## src/rtl/iq_pkg.sv

```systemverilog
// Shared types and constants for the IQ stream pacer slice.
package iq_pkg;

   typedef enum logic [2:0] {
      ST_IDLE,
      ST_PREFILL,
      ST_RUN,
      ST_FETCH_I,
      ST_FETCH_Q,
      ST_EMIT
   } iq_state_t;

   // What the current fetch slot will emit: a real FIFO pair, a prefill zero or an underrun zero.
   typedef enum logic [1:0] {
      FK_REAL,
      FK_ZERO,
      FK_UNDER
   } fetch_kind_t;

   localparam int MIN_DIV     = 3;
   localparam int DEF_PREFILL = 64;

endpackage

```

## src/rtl/iq_rate_tick.sv

```systemverilog
// Sample-period down-counter: reloads max(rate_div, MIN_DIV) on load or tick, counts while run.
module iq_rate_tick
   import iq_pkg::*;
#(
   parameter int DIV_W = 16
) (
   input  logic             clk,
   input  logic             rst_n,
   input  logic             run,
   input  logic             load,
   input  logic [DIV_W-1:0] rate_div,
   output logic             tick
);

   logic [DIV_W-1:0] cnt;
   logic [DIV_W-1:0] eff_div;

   always_comb begin
      eff_div = rate_div;
      if (rate_div < DIV_W'(MIN_DIV)) begin
         eff_div = DIV_W'(MIN_DIV);
      end
   end

   assign tick = run && (cnt == '0);

   always_ff @(posedge clk or negedge rst_n) begin
      if (!rst_n) begin
         cnt <= '0;
      end else if (load || tick) begin
         cnt <= eff_div;
      end else if (run) begin
         cnt <= cnt - 1'b1;
      end
   end

endmodule

```

## src/rtl/iq_stream_pacer.sv

```systemverilog
// FIFO read-side pacer: prefill gating, fixed-rate I/Q pair fetch, underrun detection and recovery.
module iq_stream_pacer
   import iq_pkg::*;
#(
   parameter int DIV_W   = 16,
   parameter int CNT_W   = 12,
   parameter int PREFILL = DEF_PREFILL
) (
   input  logic             clk,
   input  logic             rst_n,
   input  logic             enable,
   input  logic [DIV_W-1:0] rate_div,
   input  logic [7:0]       fifo_rd_data,
   input  logic [CNT_W-1:0] fifo_used,
   output logic             fifo_rd,
   output logic [7:0]       i_out,
   output logic [7:0]       q_out,
   output logic             iq_valid,
   output logic             streaming,
   output logic             underrun,
   input  logic             underrun_clr
);

   iq_state_t   state, state_n;
   fetch_kind_t kind, kind_n;

   logic       tick;
   logic       load;
   logic       run;
   logic       cap_i;
   logic       emit;
   logic       to_idle;
   logic       fill_ok;
   logic       pair_ok;
   logic [7:0] i_byte;

   assign run     = (state != ST_IDLE);
   assign fill_ok = (fifo_used >= CNT_W'(PREFILL));
   assign pair_ok = (fifo_used >= CNT_W'(2));
   assign to_idle = run && (state_n == ST_IDLE);

   iq_rate_tick #(
      .DIV_W (DIV_W)
   ) u_rate_tick (
      .clk      (clk),
      .rst_n    (rst_n),
      .run      (run),
      .load     (load),
      .rate_div (rate_div),
      .tick     (tick)
   );

   always_ff @(posedge clk or negedge rst_n) begin
      if (!rst_n) begin
         state <= ST_IDLE;
         kind  <= FK_ZERO;
      end else begin
         state <= state_n;
         kind  <= kind_n;
      end
   end

   // Zero and underrun slots walk the same FETCH_I/FETCH_Q/EMIT path without reading,
   // so every sample leaves exactly three cycles after its tick.
   always_comb begin
      state_n = state;
      kind_n  = kind;
      load    = 1'b0;
      fifo_rd = 1'b0;
      cap_i   = 1'b0;
      emit    = 1'b0;
      case (state)
         ST_IDLE: begin
            if (enable) begin
               load    = 1'b1;
               state_n = ST_PREFILL;
            end
         end
         ST_PREFILL, ST_RUN: begin
            if (!enable) begin
               state_n = ST_IDLE;
            end else if (tick) begin
               state_n = ST_FETCH_I;
               if ((state == ST_PREFILL) ? fill_ok : pair_ok) begin
                  kind_n  = FK_REAL;
                  fifo_rd = 1'b1;
               end else if (state == ST_PREFILL) begin
                  kind_n = FK_ZERO;
               end else begin
                  kind_n = FK_UNDER;
               end
            end
         end
         ST_FETCH_I: begin
            fifo_rd = (kind == FK_REAL);
            cap_i   = (kind == FK_REAL);
            state_n = ST_FETCH_Q;
         end
         ST_FETCH_Q: begin
            emit    = 1'b1;
            state_n = ST_EMIT;
         end
         ST_EMIT: begin
            if (!enable) begin
               state_n = ST_IDLE;
            end else if (kind == FK_REAL) begin
               state_n = ST_RUN;
            end else begin
               state_n = ST_PREFILL;
            end
         end
         default: begin
            state_n = ST_IDLE;
         end
      endcase
   end

   always_ff @(posedge clk or negedge rst_n) begin
      if (!rst_n) begin
         i_byte    <= '0;
         i_out     <= '0;
         q_out     <= '0;
         iq_valid  <= 1'b0;
         streaming <= 1'b0;
         underrun  <= 1'b0;
      end else begin
         iq_valid <= emit;
         if (cap_i) begin
            i_byte <= fifo_rd_data;
         end
         if (emit) begin
            if (kind == FK_REAL) begin
               i_out     <= i_byte;
               q_out     <= fifo_rd_data;
               streaming <= 1'b1;
            end else begin
               i_out <= '0;
               q_out <= '0;
               if (kind == FK_UNDER) begin
                  streaming <= 1'b0;
               end
            end
         end else if (to_idle) begin
            i_out     <= '0;
            q_out     <= '0;
            streaming <= 1'b0;
         end
         // A set on the same edge as a clear wins.
         if (emit && (kind == FK_UNDER)) begin
            underrun <= 1'b1;
         end else if (underrun_clr) begin
            underrun <= 1'b0;
         end
      end
   end

endmodule
```

## config.mk

```make
export PLATFORM = sky130hd
export DESIGN_NAME = iq_stream_pacer
export DESIGN_NICKNAME = d
export VERILOG_FILES = /design/src/rtl/iq_pkg.sv /design/src/rtl/iq_rate_tick.sv /design/src/rtl/iq_stream_pacer.sv
export SDC_FILE = /design/constraint.sdc
export NUM_CORES = 1
export LEC_CHECK = 0
export ABC_AREA = 1
export CORE_UTILIZATION = 30
export CTS_BUF_LIST = sky130_fd_sc_hd__clkbuf_4 sky130_fd_sc_hd__clkbuf_8
export CTS_CLUSTER_DIAMETER = 100
export DETAILED_ROUTE_END_ITERATION = 7
export GPL_ROUTABILITY_DRIVEN = 0
export PLACE_DENSITY_LB_ADDON = 0.08
export SLEW_MARGIN = 10
export SYNTH_ARGS = -nofsm -noshare
export SYNTH_HDL_FRONTEND = slang
export SYNTH_SLANG_ARGS = --single-unit
```

## constraint.sdc

```tcl
create_clock -name clk -period 2.6 [get_ports clk]
set_clock_uncertainty 0.2 [all_clocks]
set_input_delay 0.78 -clock clk [delete_from_list [all_inputs] [get_ports clk]]
set_output_delay 0.78 -clock clk [all_outputs]
set_load 0.01 [all_outputs]
```

# --- Yosys cells after proc, flatten, opt, wreduce, memory -nomap -nowiden ---
# Cells that the tools add are included.
op_classes:
  addsub: 1
  magnitude_cmp: 3
  eq_ne: 7
  muxes: 31
  reduce_logical: 15
ops:
  columns: ["operator", "count"]
  rows:
  - ["16-bit 2-to-1 mux", 3]
  - ["8-bit 2-to-1 mux", 5]
  - ["16-bit logical NOT", 1]
  - ["16-bit by 2-bit less-than comparator with 1-bit output, second input constant", 1]
  - ["16-bit by 1-bit subtractor with 16-bit output, second input constant", 1]
  - ["3-bit one-hot mux with 5 select lines", 1]
  - ["1-bit 2-to-1 mux", 14]
  - ["12-bit by 2-bit >= comparator with 1-bit output, second input constant", 1]
  - ["12-bit by 7-bit >= comparator with 1-bit output, second input constant", 1]
  - ["3-bit 2-to-1 mux", 3]
  - ["2-bit 2-to-1 mux", 4]
  - ["3-bit by 2-bit equality test with 1-bit output, second input constant", 2]
  - ["3-bit equality test, second input constant", 2]
  - ["3-bit logical NOT", 2]
  - ["2-bit nonzero test", 3]
  - ["3-bit by 1-bit equality test with 1-bit output, second input constant", 1]
  - ["1-bit logical AND", 3]
  - ["3-bit by 1-bit != test with 1-bit output, second input constant", 1]
  - ["3-bit AND reduction", 1]
  - ["3-bit nonzero test", 1]
  - ["2-bit equality test, second input constant", 1]
  - ["2-bit logical NOT", 1]
  - ["1-bit one-hot mux with 2 select lines", 1]
  - ["2-bit AND reduction", 1]
  - ["other kinds (2)", 2]
word_totals:
  regBits: 48
  out_inout_bits: 20

# --- Depth between registers and ports, before layout ---
# Gate-level depths: netlist (run 1).
logic_depth:
  depth_word: 9
  depth_mapped: 14

# --- Hierarchy ---
# A second synthesis (run 1) with hierarchy kept.
hier_totals:
  cells_unflattened: 355
  hier_area_um2: 2661.3
by_module_without_submodules:
  columns: ["module", "instances", "cells_per_inst", "area_per_inst_um2", "seq_area_each_um2"]
  rows:
  - ["iq_stream_pacer", 1, 164, 1400.1, 802.0]
  - ["iq_rate_tick", 1, 191, 1261.2, 400.4]

# --- Worst setup path after synthesis (run 1) ---
# No wires, ideal clock.
synth_timing:
  path_type: "in2out"
  startpoint: "in fifo_used[10]"
  endpoint: "out fifo_rd"
  arrival_time_ns: 1.399
  required_time_ns: 1.620
  path_slack_ns: 0.221
  stages: 4
  path_cell_list: "nor4_1 nand2_1 a21oi_1 o21ai_0"
synth_via:
  elab_chain_cells: 6
  elab_cells_between_ends: 7
  classes_between: "2 x order compare; 5 x mux"
synth_rtl:
  columns: ["item", "line_no", "text"]
  rows:
  - ["from (decl)", "iq_stream_pacer.sv:14", "input logic [CNT_W-1:0] fifo_used,"]
  - ["12-bit by 2-bit >= comparator with 1-bit output / 12-bit by 7-bit >= comparator with 1-bit output (equally long branches)", "iq_stream_pacer.sv:39, iq_stream_pacer.sv:38", null]
  - ["1-bit 2-to-1 mux (*) (2 in a row)", "iq_stream_pacer.sv:84", "if ((state == ST_PREFILL) ? fill_ok : pair_ok) begin"]
  - ["1-bit 2-to-1 mux (*)", "iq_stream_pacer.sv:82", "end else if (tick) begin"]
  - ["1-bit 2-to-1 mux (*)", "iq_stream_pacer.sv:80", "if (!enable) begin"]
  - ["1-bit one-hot mux with 2 select lines (*)", "iq_stream_pacer.sv:72", "case (state)"]
  - ["to (decl)", "iq_stream_pacer.sv:15", "output logic fifo_rd,"]
# Mark *: on every way between the ends. The rest lies on a longest branch, timed or not.

# --- Worst setup path after layout (run 1) ---
layout_timing:
  startpoint: "in fifo_used[11]"
  endpoint: "out fifo_rd"
# Same word-level chain as after synthesis.

==> report_table.html, run 1 <==
<table>
<tr><th>Metric</th><th>Value</th></tr>
<tr><th colspan="2">Layout</th></tr>
<tr><td>Count of inserted antenna diode cells</td><td>0</td></tr>
<tr><td>Finished Layout Cells</td><td>541</td></tr>
<tr><td>Total of fill cells in the finished design</td><td>902</td></tr>
<tr><td>Area growth from synthesis to final layout</td><td>43.45%</td></tr>
<tr><td>Layout cell share with drive strength beyond 1</td><td>28.41%</td></tr>
<tr><td>Fin nets</td><td>474</td></tr>
<tr><td>Most common cell after layout, fill and taps aside</td><td>sky130_fd_sc_hd__nand2_1</td></tr>
<tr><td>Area used by multi-input combinational logic</td><td>1291 um2</td></tr>
<tr><td>Commonest non-fill, non-tap cells in the layout</td><td>sky130_fd_sc_hd__nand2_1 (68), sky130_fd_sc_hd__buf_4 (54), sky130_fd_sc_hd__dfrtp_1 (46), sky130_fd_sc_hd__clkdlybuf4s50_1 (44), sky130_fd_sc_hd__inv_1 (31)</td></tr>
<tr><td>Area of all sequential standard cells</td><td>1204 um2</td></tr>
<tr><th colspan="2">Yosys</th></tr>
<tr><td>Sequential area share after synthesis</td><td>45.14%</td></tr>
<tr><td>Area leader, netlist</td><td>sky130_fd_sc_hd__dfrtp_1</td></tr>
<tr><td>Cell count after synthesis</td><td>321</td></tr>
<tr><td>Yosys warnings</td><td>0</td></tr>
<tr><td>Unique masters post-synth</td><td>37</td></tr>
<tr><td>Synth top area cells</td><td>sky130_fd_sc_hd__dfrtp_1 (44%), sky130_fd_sc_hd__nand2_1 (9.7%), sky130_fd_sc_hd__nand3_1 (5.6%), sky130_fd_sc_hd__inv_1 (4.7%), sky130_fd_sc_hd__nand3_2 (4.5%)</td></tr>
<tr><td>Mean Syn Cell Area</td><td>8.298 um2</td></tr>
<tr><td>Number of synthesized register bits</td><td>48</td></tr>
<tr><td>Post-synth design cell area</td><td>2664 um2</td></tr>
<tr><td>Proportion of netlist area held by the largest area contributor</td><td>44.15%</td></tr>
<tr><td>Net count after synthesis</td><td>363</td></tr>
<tr><th colspan="2">Clock network</th></tr>
<tr><td>Clock latency on the worst-skew pair</td><td>0.31 ns</td></tr>
<tr><td>TritonCTS clock tree</td><td>built</td></tr>
<tr><td>Clock slew at the register clock pins of the worst setup and hold paths</td><td>0.09 ns</td></tr>
<tr><td>Clock Sinks</td><td>48</td></tr>
<tr><td>CTS max path bufs</td><td>2</td></tr>
<tr><td>Number of hold-repair buffers added at the cts stage</td><td>0</td></tr>
<tr><td>Number of buffers added by the clock tree synthesis step</td><td>5</td></tr>
<tr><td>Root Buffer Master</td><td>sky130_fd_sc_hd__clkbuf_8</td></tr>
<tr><td>Clock H-tree levels</td><td>2</td></tr>
<tr><th colspan="2">Critical path</th></tr>
<tr><td>Crit Reg-Reg Endpoint</td><td>kind[1]</td></tr>
<tr><td>Cell class contributing the biggest share of worst-path delay</td><td>simple AND/OR/NAND/NOR gates</td></tr>
<tr><td>Path type of the worst setup path</td><td>in -&gt; out</td></tr>
<tr><td>Critical register-to-register path startpoint</td><td>state[0]</td></tr>
<tr><td>CP Data Arrival Time</td><td>1.60 ns</td></tr>
<tr><td>Worst-path fanout max</td><td>2</td></tr>
<tr><td>Data required time at the worst endpoint</td><td>1.62 ns</td></tr>
<tr><td>Worst R2R Path Depth</td><td>15</td></tr>
<tr><td>Master of the slowest instance on the critical path</td><td>sky130_fd_sc_hd__nor4_2</td></tr>
<tr><td>Cell with the most instances on the worst path</td><td>sky130_fd_sc_hd__buf_2</td></tr>
<tr><td>Startpoint class of the critical path</td><td>primary input</td></tr>
<tr><td>Series of cell instances along the critical path</td><td>buf_2 &gt; nor4_2 &gt; nand2_1 &gt; a21oi_2 &gt; o21ai_2 &gt; buf_2</td></tr>
<tr><td>Worst setup slack for register-to-register paths</td><td>0.14 ns</td></tr>
<tr><td>Slowest stage delay, CP</td><td>0.25 ns</td></tr>
<tr><td>Combined buffer and inverter count along the critical path</td><td>2</td></tr>
<tr><td>Element type at the critical path end</td><td>output pin</td></tr>
<tr><th colspan="2">Drt</th></tr>
<tr><td>Routed Antenna Nets</td><td>0</td></tr>
<tr><td>Initial drt markers</td><td>65</td></tr>
<tr><td>Residual DRC count</td><td>0</td></tr>
<tr><td>Routed wire length</td><td>6971 um</td></tr>
<tr><td>Average via count per standard cell</td><td>4.556</td></tr>
<tr><td>Wire per inst</td><td>12.89 um</td></tr>
<tr><td>Via count</td><td>2465</td></tr>
<tr><td>Pre-Repair DR Iteration Count</td><td>4</td></tr>
<tr><th colspan="2">Pwr</th></tr>
<tr><td>Net load switching power</td><td>782.8 uW</td></tr>
<tr><td>Part of the power in the clock network</td><td>21.4%</td></tr>
<tr><td>Power Density</td><td>589.9 nW/um2</td></tr>
<tr><td>Internal power consumption</td><td>1471 uW</td></tr>
<tr><td>Part of the total power dissipated in sequential elements</td><td>39.7%</td></tr>
<tr><td>Max rail drop VDD</td><td>0.2791 mV</td></tr>
<tr><td>Switching share of power</td><td>34.73%</td></tr>
<tr><td>Static leakage</td><td>0.001805 uW</td></tr>
<tr><td>Combinational share of power</td><td>38.9%</td></tr>
<tr><td>Final Total Pwr</td><td>2254 uW</td></tr>
<tr><th colspan="2">STA</th></tr>
<tr><td>Final hold violations</td><td>0</td></tr>
<tr><td>PnR worst setup slack</td><td>0.01756 ns</td></tr>
<tr><td>Worst hold margin</td><td>0.2348 ns</td></tr>
<tr><td>Post-route fraction of the period consumed by the critical path</td><td>99.32%</td></tr>
<tr><td>Unrepaired setup endpoints after global routing</td><td>yes</td></tr>
<tr><td>Worst relative slew slack</td><td>65.39%</td></tr>
<tr><td>Total setup violations reported at the end of the flow</td><td>0</td></tr>
<tr><td>Number of max-slew violations in the final report</td><td>0</td></tr>
<tr><td>Minimum clock period after layout</td><td>2.582 ns</td></tr>
<tr><td>Slew of the pin with the lowest slew margin</td><td>0.5191 ns</td></tr>
<tr><td>Maximum clock frequency</td><td>387.2 MHz</td></tr>
<tr><th colspan="2">Run</th></tr>
<tr><td>Count of maximum capacitance violations</td><td>0</td></tr>
<tr><th colspan="2">Placement</th></tr>
<tr><td>Post-placement cell count</td><td>520</td></tr>
<tr><td>PortBufs</td><td>58</td></tr>
<tr><td>Setup WS pre-CTS</td><td>-0.7028 ns</td></tr>
<tr><td>HPWL after detailed placement</td><td>5151 um</td></tr>
<tr><th colspan="2">Floorplanning</th></tr>
<tr><td>Initial standard-cell utilization of the core</td><td>30.69%</td></tr>
<tr><td>Die Outline Area</td><td>9260 um2</td></tr>
<tr><td>Core ar.</td><td>8678 um2</td></tr>
<tr><td>Chip width</td><td>96.23 um</td></tr>
<tr><td>Chip Height</td><td>96.23 um</td></tr>
<tr><td>Floorplan row count</td><td>34</td></tr>
<tr><td>IO Count</td><td>60</td></tr>
<tr><th colspan="2">GRT</th></tr>
<tr><td>Largest net degree at the start of global routing</td><td>21</td></tr>
<tr><td>Global-route congestion overflow total</td><td>0</td></tr>
<tr><td>Antenna violations before repair</td><td>0</td></tr>
<tr><td>Via count of the first global-routing pass</td><td>2321</td></tr>
<tr><td>GRT Resource Usage Total</td><td>15.92%</td></tr>
<tr><td>Global-route wire length before repair</td><td>11160 um</td></tr>
<tr><th colspan="2">Status</th></tr>
<tr><td>Status</td><td>complete, no violations</td></tr>
<tr><th colspan="2">Hold path</th></tr>
<tr><td>Classification of the worst-slack hold path</td><td>in -&gt; async</td></tr>
</table>
[synth_stat cells (all sizes together)]
| cell type | number |
|---|---|
| dfrtp | 47 |
| nor2 | 38 |
| o211ai | 3 |
| o221ai | 3 |
| ha | 2 |
| o311ai | 2 |
| clkinv | 1 |
| inv | 36 |
| nand2 | 79 |
| buf | 6 |
| nor3 | 4 |
| dfstp | 1 |
| xnor2 | 1 |
| a22oi | 3 |
| o21ai | 25 |
| o22ai | 3 |
| nand3 | 42 |
| nor4 | 5 |
| a21oi | 9 |
| or2 | 1 |
| xor2 | 4 |
| clkbuf | 2 |
| nand4 | 4 |
[per-stage QoR]
step                      setup TNS (ns)  util (%)  area (um2)
after detailed placement         -0.7028     41.64        3613
after global routing            -0.07138     44.03        3821
final                                  0     44.03        3821
after CTS                              0     43.76        3797
after global placement           -0.6781     41.64        3613
after floorplan                        0         -        2664
[logic make-up (layout without fill, tap and decap cells)]
| group | Yosys count | in the layout | share of synthesized area [%] |
|---|---|---|---|
| xor gates and xnor gates | 5 | 5 | 1.644 |
| buffers and inverters | 45 | 157 | 7.891 |
| DFF | 48 | 48 | 45.14 |
| AOI/OAI and AO/OA | 48 | 48 | 10.90 |
| and+or+nand+nor | 173 | 173 | 33.49 |
| adders and majority gates | 2 | 2 | 0.9393 |
[flip-flops by register name, summed over array words and instances (netlist names)]
signal and cells:
underrun 1, i_out 8, i_byte 8, iq_valid 1
state 3, kind 2, q_out 8, streaming 1
u_rate_tick.cnt 16
[power by group through the flow]
stage	registers [uW]	logic, uW	clock network, uW
3_5_place_dp	908	856	0
5_1_grt	907	981	527
4_1_cts	894	861	501
3_3_place_gp	908	856	0
2_1_floorplan	929	437	0
6_report	896	877	481
[layer usage]
metal	wire length [um]	GRT usage, %	up-vias
met2	3192	25.89	45
met5	0	0	-
met4	84	3.731	0
li1	-	-	1283
met1	3414	22.03	1129
met3	280	2.607	8
[worst max path at each step]
stage                       start  endpoint  slack [ns]  cells after the start
floorplan           fifo_used[10]   fifo_rd        0.22                      4
global placement    fifo_used[10]   fifo_rd       -0.68                      6
detailed placement  fifo_used[10]   fifo_rd       -0.70                      6
CTS                  fifo_used[9]   fifo_rd       0.002                      6
global route        fifo_used[11]   fifo_rd       -0.07                      6
finish              fifo_used[11]   fifo_rd        0.02                      6
[repair_timing]
item / 4_1_cts / 5_1_grt
gates resized for setup: 33 / 10
pin swaps: 9 / 10
endpoints found under the setup margin: 1 / 2
setup buffers: 12 / 2
[final cells by class]
cell class              instances  area share (%)
repair buffers                112           24.92
inverters                      37           3.700
clock buffers                   6           2.161
well taps                     108           3.536
clock inverters                 2          0.3929
flip-flops and latches         48           31.50
multi-input cells             228           33.79
Power figures use the tool's default switching activity.
==> inputs of run 2 (changes only) <==
- GPL_ROUTABILITY_DRIVEN: 0 -> default
==> results of run 2 <==
Same layout as run 1: the final DEF is identical, and so are final timing and power.
==> inputs of run 3 (changes only) <==
- CTS_CLUSTER_DIAMETER: 100 -> default
==> results of run 3 <==
Same layout as run 1: the final DEF is identical, and so are final timing and power.
